### src/rtl/ldpc_qc_encoder.sv
// Systematic quasi-cyclic LDPC encoder: accepts message bits serially and emits the
// codeword serially (message bits, then parity blocks 0..N_PAR-1).
module ldpc_qc_encoder #(
    parameter int L          = 32,
    parameter int ADDR_WIDTH = 5,
    parameter int N_INFO     = 3,
    parameter int N_PAR      = 3,
    parameter logic [N_INFO*N_PAR*L-1:0] GEN_ROWS = {(N_INFO*N_PAR){{(L-1){1'b0}}, 1'b1}}
) (
    input  logic clk,
    input  logic rst_n,
    input  logic msg_bit,
    input  logic msg_valid,
    output logic msg_ready,
    output logic code_bit,
    output logic code_valid,
    input  logic code_ready,
    output logic code_sof,
    output logic code_eof,
    output logic busy
);

    localparam int MSG_LEN = N_INFO * L;
    localparam int PAR_LEN = N_PAR * L;
    localparam int MC_W    = $clog2(MSG_LEN);
    localparam int PC_W    = $clog2(PAR_LEN);
    localparam int BLK_W   = MC_W - ADDR_WIDTH;
    localparam int PB_W    = PC_W - ADDR_WIDTH;

    typedef enum logic {
        ST_MSG = 1'b0,
        ST_PAR = 1'b1
    } state_t;

    state_t state, state_nxt;

    logic [MC_W-1:0]       msg_cnt;
    logic [PC_W-1:0]       par_cnt;
    logic [L-1:0]          acc [N_PAR];
    logic [L-1:0]          rot [N_PAR];
    logic [L-1:0]          gen [N_INFO][N_PAR];
    logic                  free;
    logic                  msg_acc;
    logic                  par_load;
    logic                  last_msg;
    logic                  last_par;
    logic                  blk_end;
    logic                  par_bit;
    logic [BLK_W-1:0]      msg_blk;
    logic [BLK_W-1:0]      blk_nxt;
    logic [PB_W-1:0]       par_blk;
    logic [ADDR_WIDTH-1:0] par_idx;

    for (genvar gi = 0; gi < N_INFO; gi++) begin : g_gen_i
        for (genvar gj = 0; gj < N_PAR; gj++) begin : g_gen_j
            assign gen[gi][gj] = GEN_ROWS[(gi*N_PAR+gj)*L +: L];
        end
    end

    // L is a power of two, so block index and bit offset are plain counter slices.
    assign msg_blk = msg_cnt[MC_W-1:ADDR_WIDTH];
    assign blk_end = &msg_cnt[ADDR_WIDTH-1:0];
    assign blk_nxt = last_msg ? '0 : msg_blk + BLK_W'(1);
    assign par_blk = par_cnt[PC_W-1:PB_W == 0 ? PC_W-1 : ADDR_WIDTH];
    assign par_idx = par_cnt[ADDR_WIDTH-1:0];
    assign par_bit = acc[par_blk][par_idx];

    assign free     = !code_valid || code_ready;
    assign msg_acc  = msg_valid && msg_ready;
    assign last_msg = msg_acc && (msg_cnt == MC_W'(MSG_LEN - 1));
    assign last_par = par_load && (par_cnt == PC_W'(PAR_LEN - 1));
    assign busy     = (msg_cnt != '0) || (state == ST_PAR);

    always_ff @(posedge clk) begin
        if (!rst_n) state <= ST_MSG;
        else        state <= state_nxt;
    end

    // NOTE: every output of a combinational block gets a default first, so no latch is inferred.
    always_comb begin
        state_nxt = state;
        case (state)
            ST_MSG: if (last_msg) state_nxt = ST_PAR;
            ST_PAR: if (last_par) state_nxt = ST_MSG;
        endcase
    end

    always_comb begin
        msg_ready = 1'b0;
        par_load  = 1'b0;
        case (state)
            ST_MSG: msg_ready = free;
            ST_PAR: par_load  = free;
        endcase
    end

    // NOTE: sequential state uses non-blocking assignments so every register samples pre-edge values.
    always_ff @(posedge clk) begin
        if (!rst_n) begin
            msg_cnt    <= '0;
            par_cnt    <= '0;
            code_bit   <= 1'b0;
            code_valid <= 1'b0;
            code_sof   <= 1'b0;
            code_eof   <= 1'b0;
            for (int j = 0; j < N_PAR; j++) begin
                acc[j] <= '0;
                rot[j] <= gen[0][j];
            end
        end else begin
            if (msg_acc) begin
                code_bit   <= msg_bit;
                code_valid <= 1'b1;
                code_sof   <= (msg_cnt == '0);
                code_eof   <= 1'b0;
                msg_cnt    <= last_msg ? '0 : msg_cnt + MC_W'(1);
            end else if (par_load) begin
                code_bit   <= par_bit;
                code_valid <= 1'b1;
                code_sof   <= 1'b0;
                code_eof   <= last_par;
                par_cnt    <= last_par ? '0 : par_cnt + PC_W'(1);
            end else if (free) begin
                code_valid <= 1'b0;
            end

            // Each message bit adds the current circulant row into every parity block.
            for (int j = 0; j < N_PAR; j++) begin
                if (msg_acc) begin
                    if (msg_bit) acc[j] <= acc[j] ^ rot[j];
                    rot[j] <= blk_end ? gen[blk_nxt][j] : {rot[j][L-2:0], rot[j][L-1]};
                end
                if (last_par) acc[j] <= '0;
            end
        end
    end

endmodule

### config.mk
export PLATFORM = sky130hd
export DESIGN_NAME = ldpc_qc_encoder
export DESIGN_NICKNAME = d
export VERILOG_FILES = /design/src/rtl/ldpc_qc_encoder.sv
export SDC_FILE = /design/constraint.sdc
export NUM_CORES = 1
export LEC_CHECK = 0
export CORE_MARGIN = 4
export CORE_UTILIZATION = 55
export CTS_CLUSTER_DIAMETER = 60
export CTS_CLUSTER_SIZE = 14
export DETAILED_ROUTE_END_ITERATION = 10
export GPL_TIMING_DRIVEN = 0
export PLACE_DENSITY = 0.84
export SLEW_MARGIN = 20
export SYNTH_ARGS = -nofsm -noshare
export SYNTH_HDL_FRONTEND = slang
export SYNTH_SLANG_ARGS = --single-unit
### constraint.sdc
create_clock -name clk -period 3.5 [get_ports clk]
set_clock_uncertainty 0.1 [all_clocks]
set_input_delay 0.525 -clock clk [delete_from_list [all_inputs] [get_ports clk]]
set_output_delay 0.525 -clock clk [all_outputs]
set_load 0.05 [all_outputs]
---- After elaboration in Yosys (flattened, before gate mapping) ----
Memory sizes are Yosys's and may differ from the RTL's. A register that Yosys moved wholly into a read port is not among the register bits.
Cells that the tools add are included.
W data, S select, Z words.
word-level totals
  memories ................................ 2
  bits in writable memories ............... 192
  output and inout bits ................... 6
  latch bits .............................. 0
  register bits ........................... 19
  ROM bits ................................ 0
  logic and storage cells ................. 90
  bits of input ports ..................... 5
memory list
  memory  depth  width  rd ports  clocked after Yosys merged registers in  wr ports  RTL line  RTL
  acc     3      32     4         1                                        3         39        logic [L-1:0] acc [N_PAR];
  rot     3      32     3         0                                        3         40        logic [L-1:0] rot [N_PAR];
operators by class
  divide/modulo/power cells ............... 0
  muxes and demuxes ....................... 45
  $add $sub $neg .......................... 3
  bitwise logic cells ..................... 16
  shift operators ......................... 0
  equality and inequality tests ........... 2
  $mul .................................... 0
  reduce and logical (&&, ||, !) cells .... 13
  magnitude comparators ................... 2
operators with widths
  operator               count
  $mux W32               12
  $bmux W96 S2           1
  $mux W96               2
  $xor A32 B32 Y32       3
  $mux W1                23
  $add A7 B1 Y7 const B  2
  $eq A7 B7 Y1 const B   2
  $mux W7                2
  $or A1 B1 Y1           9
  $logic_not A7 Y1       1
  $reduce_bool A7 Y1     1
  $lt A5 B6 Y1 const B   1
  $mux W2                3
  $bmux W1 S5            1
  $reduce_and A5 Y1      1
  $ge A3 B3 Y1 const B   1
  $logic_and A1 B1 Y1    3
  $not A1 Y1             3
  $not A2 Y3             1
  $reduce_bool A3 Y1     1
  $add A2 B1 Y2 const B  1
  $logic_or A1 B1 Y1     2
  $pmux W1 S2            1
  $reduce_and A2 Y1      1
  3 further kinds        3

---- Depth between registers and ports, before layout ----
Gate-level depths: netlist of the first run.
  depth in word-level cells ............... 12
  gate-level depth with buffers ........... 9
  depth with buffers taken out ............ 7

---- Least setup slack after synthesis of the first run ----
OpenSTA, ideal clock, no wires.
  path type ............................... reg2reg
  from .................................... register code_valid
  to ...................................... memory rot[0][0] (enable)
  path buffers ............................ 1
  library setup time ...................... 0.906 ns
  path slack .............................. -0.403 ns
  period minus slack after synthesis ...... 3.903 ns
  data arrival time ....................... 2.896 ns
  data required time ...................... 2.494 ns
  cell stages (with the launch flop) ...... 5
  cell sequence ........................... dfxtp_1 nor2b_1 or3_1 clkbuf_1 nand2_1
RTL lines
  item                      RTL line  RTL
  start: declaration        16        output logic code_valid,
  start signal: assignment  103       code_valid <= 1'b0;
  start signal: assignment  113       code_valid <= 1'b1;
  start signal: assignment  119       code_valid <= 1'b1;
  end: declaration          40

==> results of run 1 <==
area by class of cell:
cell class	count	area (sq um)	share of cell area [%]
Clock buffer	30	517	5.00
Clock inverter	3	16.3	0.157
Inverter	11	41.3	0.400
Buffer	39	186	1.81
Tap cell	220	275	2.67
Sequential cell	213	5870	56.8
Timing Repair Buffer	10	110	1.07
Multi-Input combinational cell	494	3320	32.1
metal layers:
layer | up-vias | part of all wire, % | track usage, %
met5 | - | 0 | 0
met4 | 0 | 2.5 | 5.46
met3 | 35 | 5.3 | 3.14
met2 | 148 | 46 | 29.2
met1 | 2705 | 46 | 27.1
li1 | 2645 | - | -
power breakdown:
group          leakage [nW]  internal [W]  switching (W)
sequential             2.16       0.00288       0.000103
clock                 0.259       0.00102       0.000882
combinational          1.20      0.000155       0.000202
total                  3.62       0.00405        0.00119
worst register-to-register path: cells and delay by family, from the launching register on:
family / cells / cell delay, ns
buffers and inverters: 3 / 0.72
and+or+nand+nor: 5 / 1.59
DFF: 1 / 0.30
flip-flops by register name, indices dropped and copies added, names as in the netlist, named ones only:
| signal | flops |
|---|---|
| code_eof | 1 |
| code_sof | 1 |
| par_cnt | 7 |
| code_valid | 1 |
| state | 1 |
| msg_cnt | 7 |
| code_bit | 1 |
| rot | 96 |
| acc | 96 |
worst paths after layout:
kind / start / to / slack (ns)
worst max-delay path: code_ready / acc[0][18] / 0.30
worst min-delay path: code_eof / code_eof / 0.37
worst max register to register: state / acc[0][18] / 0.47
worst min register to register: code_eof / code_eof / 0.37
per-stage QoR:
stage	util [%]	worst slack, ns	cell area, sq um
after floorplan	-	0.483	9390
after CTS	62.1	0.356	10300
after global placement	58.6	-0.715	9760
final	62.1	0.305	10300
after global routing	62.1	0.139	10300
after detailed placement	58.9	-0.141	9790
cells by family (layout without fill, tap and decap cells):
group,Yosys count,in the layout,share of synthesized area [%]
XOR/XNOR,104,104,9.70
adder cells (fa/ha/maj),4,4,0.533
AO/OA/AOI/OAI,39,39,2.82
buffers and inverters,50,93,2.42
flip-flops,213,213,62.5
AND/OR/NAND/NOR,305,305,15.7
multiplexers,42,42,6.32
synthesized netlist by cell type (3+ instances only):
cell type | count | area, sq um
sky130_fd_sc_hd__edfxtp_1 | 160 | 4800
sky130_fd_sc_hd__nor2_1 | 113 | 424
sky130_fd_sc_hd__and2_1 | 96 | 601
sky130_fd_sc_hd__xnor2_1 | 69 | 604
sky130_fd_sc_hd__nand2_1 | 61 | 229
sky130_fd_sc_hd__dfxtp_1 | 53 | 1060
sky130_fd_sc_hd__xor2_1 | 35 | 307
sky130_fd_sc_hd__clkbuf_1 | 25 | 93.8
sky130_fd_sc_hd__mux2i_1 | 24 | 240
sky130_fd_sc_hd__mux4_2 | 13 | 293
sky130_fd_sc_hd__inv_1 | 11 | 41.3
sky130_fd_sc_hd__o21ai_0 | 9 | 45.0
sky130_fd_sc_hd__a21boi_0 | 8 | 60.1
sky130_fd_sc_hd__buf_2 | 8 | 40.0
sky130_fd_sc_hd__nand3_1 | 7 | 35.0
sky130_fd_sc_hd__a21oi_1 | 6 | 30.0
sky130_fd_sc_hd__nor2b_1 | 5 | 31.3
sky130_fd_sc_hd__and3_1 | 4 | 25.0
sky130_fd_sc_hd__ha_1 | 4 | 50.1
sky130_fd_sc_hd__nor3_1 | 4 | 20.0
sky130_fd_sc_hd__buf_6 | 3 | 33.8
sky130_fd_sc_hd__nand4_1 | 3 | 18.8
==> run_results.csv, run 1 <==
group,metric,value,unit
timing,period_minus_slack,3.20,ns
clock_network,cts-htree-levels,1,
logic_synthesis,yosysWarnings,0,
timing,maxClockFrequency,0.313,GHz
grt,grt_start_max_net_pins,98,
place,place_hpwl,11800,microns
detailed_routing,drt_pre_antenna_iters,5,
clock_network,clock_sink_count,213,
detailed_routing,initialDrtViolationCount,461,
logic_synthesis,netlist_instances,757,
timing,timing.final.setup_violations,0,
min_path,hp-class,"reg -> reg",
power_and_ir_drop,design_power_total,0.00524,W
finish,layout_common_cells,"sky130_fd_sc_hd__edfxtp_1, sky130_fd_sc_hd__nor2_1, sky130_fd_sc_hd__and2_1",
power_and_ir_drop,power.density,507,nW/um^2
finish,antenna-diode-count,0,
logic_synthesis,yosysSeqAreaShare,62.5,%
grt,global_route.usage.total,18.6,%
min_path,whs_path_depth,2,
timing,finalHoldViolations,0,
timing,drv_slew,0,
setup_path,timing.critical_path.required,3.57,ns
logic_synthesis,postSynth.topFlopCell,"sky130_fd_sc_hd__edfxtp_1",
floorplanning,initial_core_utilization,56.4,%
timing,fin_tns_setup,0,ns
timing,final_layout_worst_hold_slack,0.365,ns
clock_network,total_cts_buffers,19,
power_and_ir_drop,vdd_drop_max,502,uV
logic_synthesis,synthDistinctLibCells,49,
floorplanning,floorplan.die_area,19200,sq um
timing,rsz_0062_raised_after_global_routing,"no",
grt,grt_first_pass_wirelength,29500,microns
place,weighted_congestion_at_the_end_of_routability_driven_global_placement,0.852,
timing,maxSlewHeadroom,33.4,%
clock_network,clk_pin_slew_worst_paths,0.06,ns
setup_path,critical_path_depth,9,
clock_network,ctsRootBufferMaster,"sky130_fd_sc_hd__clkbuf_16",
logic_synthesis,mappedNetlistNets,766,
finish,n_fill_cell,1275,
clock_network,cts_resized,0,
floorplanning,ios,11,
finish,synthToLayoutAreaGrowth,9.98,%
detailed_routing,vias_after_detailed_routing,5533,
grt,antenna_found_initial,0,
grt,globalRouteOverflowTotal,0,
detailed_routing,post_drt_via_cell_ratio,5.42,
setup_path,worst_ep_arrival_time,3.26,ns
status,run_status,"finished, final reports clean",
logic_synthesis,yosys_register_bits,213,
finish,instances_no_fill,1020,
setup_path,critical-path-slowest-cell,"sky130_fd_sc_hd__or3b_1",
setup_path,worst-r2r-cell-count,8,
setup_path,critical_path_class,"in -> reg",
logic_synthesis,number_of_enable_flip_flop_cells_after_synthesis,160,
setup_path,worstPathMaxFanout,38,
clock_network,holdBufCountCts,0,
detailed_routing,routed_wl,17900,microns
floorplanning,floorplan.rows,47,
clock_network,clockBufferDepth,3,
floorplanning,coreArea,16600,sq um
setup_path,cpLargestDelayFamily,"simple AND/OR/NAND/NOR gates",
clock_network,insertion_delay,0.48,ns
logic_synthesis,synth_area,9390,sq um
setup_path,worstSetupStartpointType,"primary input",
clock_network,clock_tree_from_tritoncts,"done",
floorplanning,die-height,139,microns
grt,first_global_vias,5556,
setup_path,worstPathCellList,"clkdlybuf4s50_1, nand2b_1, and2_1, clkbuf_1, nand3_1, or3b_1, nand2_1, or2_4, buf_12",
setup_path,worstSetupEndpointType,"flip-flop",
detailed_routing,drtAntennaViolNets,0,
finish,nets,797,
timing,worst_margin_pin_slew,0.996,ns
clock_network,postCtsSetupBuffers,0,
setup_path,critical_path.n_buffers_inverters,3,
timing,period_share,91.3,%
flow_run,max_cap_violations,0,
finish,layout-drive-gt1-share,7.12,%
detailed_routing,wirelength_per_cell,17.6,microns
setup_path,cp_slowest_stage_delay,0.48,ns
finish,layout.cells.most_common,"sky130_fd_sc_hd__edfxtp_1",
power_and_ir_drop,power_leakage,3.62,nW
floorplanning,die_w,139,microns
logic_synthesis,avgSynthCellArea,12.4,sq um
place,io_buffer_count,9,
logic_synthesis,async_flop_share,0,%
detailed_routing,route.detailed.drc,0,
place,dp_cells,987,
No activity file was read; power rests on OpenSTA's default activity.
==> inputs of run 2 (changes only) <==
- PLACE_DENSITY: 0.84 -> 0.74
- SKIP_CTS_REPAIR_TIMING: unset -> 1
==> run 2 against run 1 <==
Net effect: non-clock buffer count is 1 higher; sequential share of layout area is 0.21 points lower; count of clock-buffer cells in the layout rose by 1; total power is 0.20% lower; clock power about the same; routed wire length is 1.5% lower; die area unchanged; critical path type unchanged.
==> run_results.csv, run 2 (synthesis results as in run 1) <==
group,metric,value,unit
place,io_buffer_count,9,
finish,post-route-cell-area,10400,sq um
timing,final_layout_worst_hold_slack,0.367,ns
power_and_ir_drop,power_leakage,3.63,nW
place,detailed_place.area,9830,sq um
detailed_routing,initialDrtViolationCount,385,
setup_path,r2r-start,"par_cnt[0]",
place,weighted_congestion_at_the_end_of_routability_driven_global_placement,0.883,
grt,grt_first_pass_wirelength,29100,microns
finish,layout_common_cells,"sky130_fd_sc_hd__edfxtp_1, sky130_fd_sc_hd__nor2_1, sky130_fd_sc_hd__and2_1",
finish,nets,798,
grt,met2_usage,29.1,%
floorplanning,coreArea,16600,sq um
setup_path,worst_ep_arrival_time,3.17,ns
clock_network,cts-htree-levels,1,
grt,grt-busiest-layer,"met2",
status,run_status,"finished, final reports clean",
power_and_ir_drop,power.density,505,nW/um^2
finish,instances_no_fill,1021,
setup_path,worstSetupEndpointType,"flip-flop",
timing,period_minus_slack,3.12,ns
setup_path,worstSetupEndpoint,"acc[1][17]",
floorplanning,floorplan.die_area,19200,sq um
grt,globalRouteMet1Util,27.0,%
clock_network,ctsRootBufferMaster,"sky130_fd_sc_hd__clkbuf_16",
setup_path,ff2ff_setup_slack,0.54,ns
floorplanning,initial_core_utilization,56.4,%
floorplanning,die-height,139,microns
setup_path,worstPathCellList,"clkdlybuf4s50_1, nand2b_1, and2_1, clkbuf_1, nand3_1, or3b_1, nand2_1, or2_4, buf_16",
power_and_ir_drop,design_power_total,0.00523,W
timing,drv_slew,0,
detailed_routing,drt_pre_antenna_iters,5,
place,dp_cells,988,
power_and_ir_drop,vdd_drop_max,334,uV
grt,antenna_found_initial,0,
floorplanning,die_w,139,microns
min_path,hp-class,"reg -> reg",
setup_path,timing.critical_path.from,"code_ready",
detailed_routing,drtAntennaViolNets,0,
setup_path,timing.critical_path.required,3.55,ns
clock_network,clk_pin_slew_worst_paths,0.07,ns
grt,use_met3,3.21,%
timing,finalHoldViolations,0,
detailed_routing,routed_wl,17700,microns
floorplanning,ios,11,
detailed_routing,route.detailed.drc,0,
setup_path,worstSetupStartpointType,"primary input",
detailed_routing,wirelength_per_cell,17.3,microns
detailed_routing,vias_after_detailed_routing,5505,
flow_run,max_cap_violations,0,
setup_path,critical-path-slowest-cell,"sky130_fd_sc_hd__clkdlybuf4s50_1",
timing,rsz_0062_raised_after_global_routing,"no",
grt,global_route.usage.total,18.4,%
finish,layout-drive-gt1-share,7.12,%
timing,period_share,89.2,%
grt,first_global_vias,5424,
grt,globalRouteOverflowTotal,0,
grt,grt_start_max_net_pins,82,
clock_network,insertion_delay,0.48,ns
setup_path,critical_path_class,"in -> reg",
timing,maxSlewHeadroom,35.9,%
detailed_routing,post_drt_via_cell_ratio,5.39,
setup_path,crit-reg2reg-capture,"acc[1][17]",
clock_network,clock_tree_from_tritoncts,"done",
setup_path,cp_slowest_stage_delay,0.47,ns
clock_network,clockBufferDepth,3,
finish,finalCoreUtilization,62.3,%
setup_path,worst-r2r-cell-count,7,
timing,worst_margin_pin_slew,0.960,ns
setup_path,worstPathMaxFanout,45,
clock_network,clock_sink_count,213,
timing,timing.final.setup_violations,0,
floorplanning,floorplan.rows,47,
finish,layout.cells.most_common,"sky130_fd_sc_hd__edfxtp_1",
finish,synthToLayoutAreaGrowth,10.4,%
place,place_hpwl,12100,microns
clock_network,total_cts_buffers,19,
timing,maxClockFrequency,0.320,GHz
finish,antenna-diode-count,0,
finish,layout_top_registers,"acc (96), rot (96)",
==> run 2: cell types whose count changed in the layout (fill, tap and decap cells not counted), sizes merged <==
cell,previous run,this run
clkinv,2,1
buf,15,16
clkbuf,55,56
==> run 2: layout make-up <==
cell class,count,area (sq um)
plain buffers,39,186
well taps,220,275
multi-input cells,494,3320
inverters,11,41.3
flip-flops and latches,213,5870
clock buffers,31,520
repair buffers,11,145
clock inverters,2,15.0
fillers,1275,6280
==> run 2: through the flow <==
step	setup TNS, ns	setup slack (ns)
6_report	0	0.379
5_1_grt	0	0.220
4_1_cts	0	0.418
3_5_place_dp	-2.55	-0.0592
3_3_place_gp	-84.06	-0.705
2_1_floorplan	0	0.483
==> run 2: worst max-delay path, delay by kind of cell <==
kind                   cells  cell delay [ns]
buffers and inverters      3             0.99
AND/OR/NAND/NOR            6             1.62
==> run 2: how the worst min path moves through the flow <==
stage               startpoint    endpoint  cells past startpoint
finish                code_eof    code_eof                      2
global route          code_eof    code_eof                      2
CTS                   code_eof    code_eof                      2
detailed placement    code_eof    code_eof                      2
global placement      code_eof    code_eof                      2
floorplan           msg_cnt[1]  msg_cnt[1]                      2
==> run 2: where the power goes <==
part           internal [W]  switching (W)  leakage (nW)  total [W]
sequential          0.00288      0.0000996          2.16    0.00298
clock               0.00102       0.000864         0.257    0.00188
combinational      0.000160       0.000205          1.22   0.000365
==> run 2: metal layers <==
layer  vias to the layer above  share of wire [%]
li1                       2639                  -
met1                      2721                 47
met2                       122                 47
met3                        23                4.4
met4                         0                1.6
met5                         -                  0
==> inputs of run 3 (changes only) <==
- CORE_UTILIZATION: 55 -> 43
- PLACE_DENSITY: 0.74 -> unset
- SLEW_MARGIN: 20 -> 15
==> run 3 against run 2 <==
Net effect: fmax is 0.88% higher; routed wire length is 4.7% higher; sequential power hardly changed; core utilization is 13 points lower; first-iteration DRC count is 2.3% higher; register-to-register slack hardly changed; total power is 2.0% higher; cell area is 0.69% higher; sequential share of layout area is 0.39 points lower; count of clock-buffer cells in the layout stayed put; largest power group unchanged.
==> run_results.csv, run 3 (synthesis results as in run 1) <==
group,metric,value,unit
status,run_status,"finished, final reports clean",
setup_path,cp_slowest_stage_delay,0.47,ns
grt,first_global_vias,5542,
grt,grt_start_max_net_pins,98,
power_and_ir_drop,vdd_drop_max,259,uV
setup_path,crit-reg2reg-capture,"acc[0][28]",
timing,finalHoldViolations,0,
clock_network,clk_pin_slew_worst_paths,0.06,ns
finish,n_fill_cell,1864,
power_and_ir_drop,switching_share,22.5,%
min_path,timing.hold.worst_endpoint,"code_eof",
setup_path,r2r-start,"par_cnt[0]",
finish,instances_no_fill,1076,
min_path,hp-class,"reg -> reg",
setup_path,worstSetupEndpointType,"flip-flop",
power_and_ir_drop,power_leakage,3.63,nW
timing,timing.final.setup_violations,0,
setup_path,worstPathCellList,"clkdlybuf4s50_1, nand2b_1, and2_1, clkbuf_1, nand3_1, or3b_1, nand2_1, or2_4, buf_16",
place,detailed_place.area,9870,sq um
grt,global_route.usage.total,15.5,%
place,weighted_congestion_at_the_end_of_routability_driven_global_placement,0.857,
timing,period_share,88.4,%
finish,layout_top_registers,"acc (96), rot (96)",
timing,rsz_0062_raised_after_global_routing,"no",
floorplanning,ios,11,
power_and_ir_drop,power.density,511,nW/um^2
timing,maxClockFrequency,0.323,GHz
setup_path,worstPathMaxFanout,54,
floorplanning,floorplan.die_area,24300,sq um
timing,maxSlewHeadroom,40.6,%
power_and_ir_drop,internal-power,0.00414,W
detailed_routing,post_drt_via_cell_ratio,5.09,
detailed_routing,drtAntennaViolNets,0,
clock_network,ctsRootBufferMaster,"sky130_fd_sc_hd__clkbuf_16",
setup_path,critical_path.n_buffers_inverters,3,
min_path,hold_path_startpoint,"code_eof",
clock_network,total_cts_buffers,19,
finish,layout-drive-gt1-share,7.12,%
timing,fin_tns_setup,0,ns
detailed_routing,initialDrtViolationCount,394,
min_path,whs_path_depth,2,
timing,period_minus_slack,3.09,ns
timing,worst_margin_pin_slew,0.889,ns
setup_path,worst-r2r-cell-count,7,
power_and_ir_drop,power_frac_comb,6.8,%
floorplanning,floorplan.rows,53,
clock_network,clock_sink_count,213,
flow_run,max_cap_violations,0,
finish,nets,797,
setup_path,worst_ep_arrival_time,3.17,ns
detailed_routing,route.detailed.drc,0,
power_and_ir_drop,design_power_total,0.00534,W
finish,synthToLayoutAreaGrowth,11.1,%
grt,antenna_found_initial,0,
clock_network,clock_tree_from_tritoncts,"done",
finish,layout.cells.most_common,"sky130_fd_sc_hd__edfxtp_1",
grt,grt_first_pass_wirelength,30200,microns
floorplanning,initial_core_utilization,44.3,%
setup_path,critical_path_class,"in -> reg",
setup_path,worstSetupStartpointType,"primary input",
grt,globalRouteOverflowTotal,0,
power_and_ir_drop,power.sequential.fraction,55.9,%
place,place_hpwl,12300,microns
power_and_ir_drop,total_switching_power,0.00120,W
detailed_routing,vias_after_detailed_routing,5482,
power_and_ir_drop,clock_power_share,37.4,%
clock_network,cts-htree-levels,1,
finish,post-route-cell-area,10400,sq um
timing,final_layout_worst_hold_slack,0.364,ns
floorplanning,die_w,156,microns
place,io_buffer_count,9,
floorplanning,die-height,156,microns
finish,layout_common_cells,"sky130_fd_sc_hd__edfxtp_1, sky130_fd_sc_hd__nor2_1, sky130_fd_sc_hd__and2_1",
setup_path,timing.critical_path.required,3.58,ns
finish,antenna-diode-count,0,
place,dp_cells,1042,
clock_network,clockBufferDepth,3,
setup_path,cpLargestDelayFamily,"simple AND/OR/NAND/NOR gates",
clock_network,insertion_delay,0.50,ns
setup_path,critical-path-slowest-cell,"sky130_fd_sc_hd__clkdlybuf4s50_1",
timing,drv_slew,0,
detailed_routing,routed_wl,18500,microns
floorplanning,coreArea,21200,sq um
detailed_routing,wirelength_per_cell,17.2,microns
setup_path,ff2ff_setup_slack,0.54,ns
detailed_routing,drt_pre_antenna_iters,5,
run 3: metal layers:
layer / vias up / track usage, % / routed length, microns
met4: 0 / 3.75 / 328
li1: 2643 / - / -
met3: 27 / 2.91 / 799
met5: - / 0 / 0
met2: 104 / 25.2 / 8730
met1: 2708 / 21.8 / 8640
run 3: how the worst max path moves through the flow:
stage / from / end / slack [ns] / depth (start not counted)
after global routing: code_ready / acc[0][10] / 0.28 / 9
final: code_ready / acc[0][28] / 0.41 / 9
after floorplan: code_valid / acc[0][0] / 0.48 / 7
after global placement: code_ready / acc[0][27] / -0.80 / 8
after detailed placement: code_ready / acc[0][28] / -0.10 / 9
after CTS: code_ready / acc[1][24] / 0.42 / 9
run 3: area by class of cell:
cell class | instances | area, sq um | share of cell area, %
inverters | 11 | 41.3 | 0.396
clock buffers | 31 | 520 | 4.99
multi-input cells | 494 | 3320 | 31.8
repair buffers | 10 | 118 | 1.13
clock inverters | 3 | 45.0 | 0.432
plain buffers | 39 | 186 | 1.79
well taps | 275 | 344 | 3.30
flip-flops and latches | 213 | 5870 | 56.2
run 3: power groups by stage:
stage / sequential (W) / clock, W / combinational (W)
4_1_cts: 0.00298 / 0.00206 / 0.000367
5_1_grt: 0.00300 / 0.00215 / 0.000400
6_report: 0.00298 / 0.00199 / 0.000361
3_3_place_gp: 0.00304 / 0 / 0.000346
2_1_floorplan: 0.00301 / 0 / 0.000260
3_5_place_dp: 0.00304 / 0 / 0.000363
run 3: worst register-to-register path: cells and delay by family, from the launching register on:
family,cells,cell delay [ns]
fa+ha+maj,1,0.22
buf+inv,1,0.29
flops,1,0.50
simple gates,5,1.44
run 3: per-stage QoR:
stage	worst slack, ns	util, %
4_1_cts	0.425	49.2
3_3_place_gp	-0.797	46.3
3_5_place_dp	-0.102	46.5
5_1_grt	0.275	49.2
6_report	0.406	49.2
2_1_floorplan	0.483	-
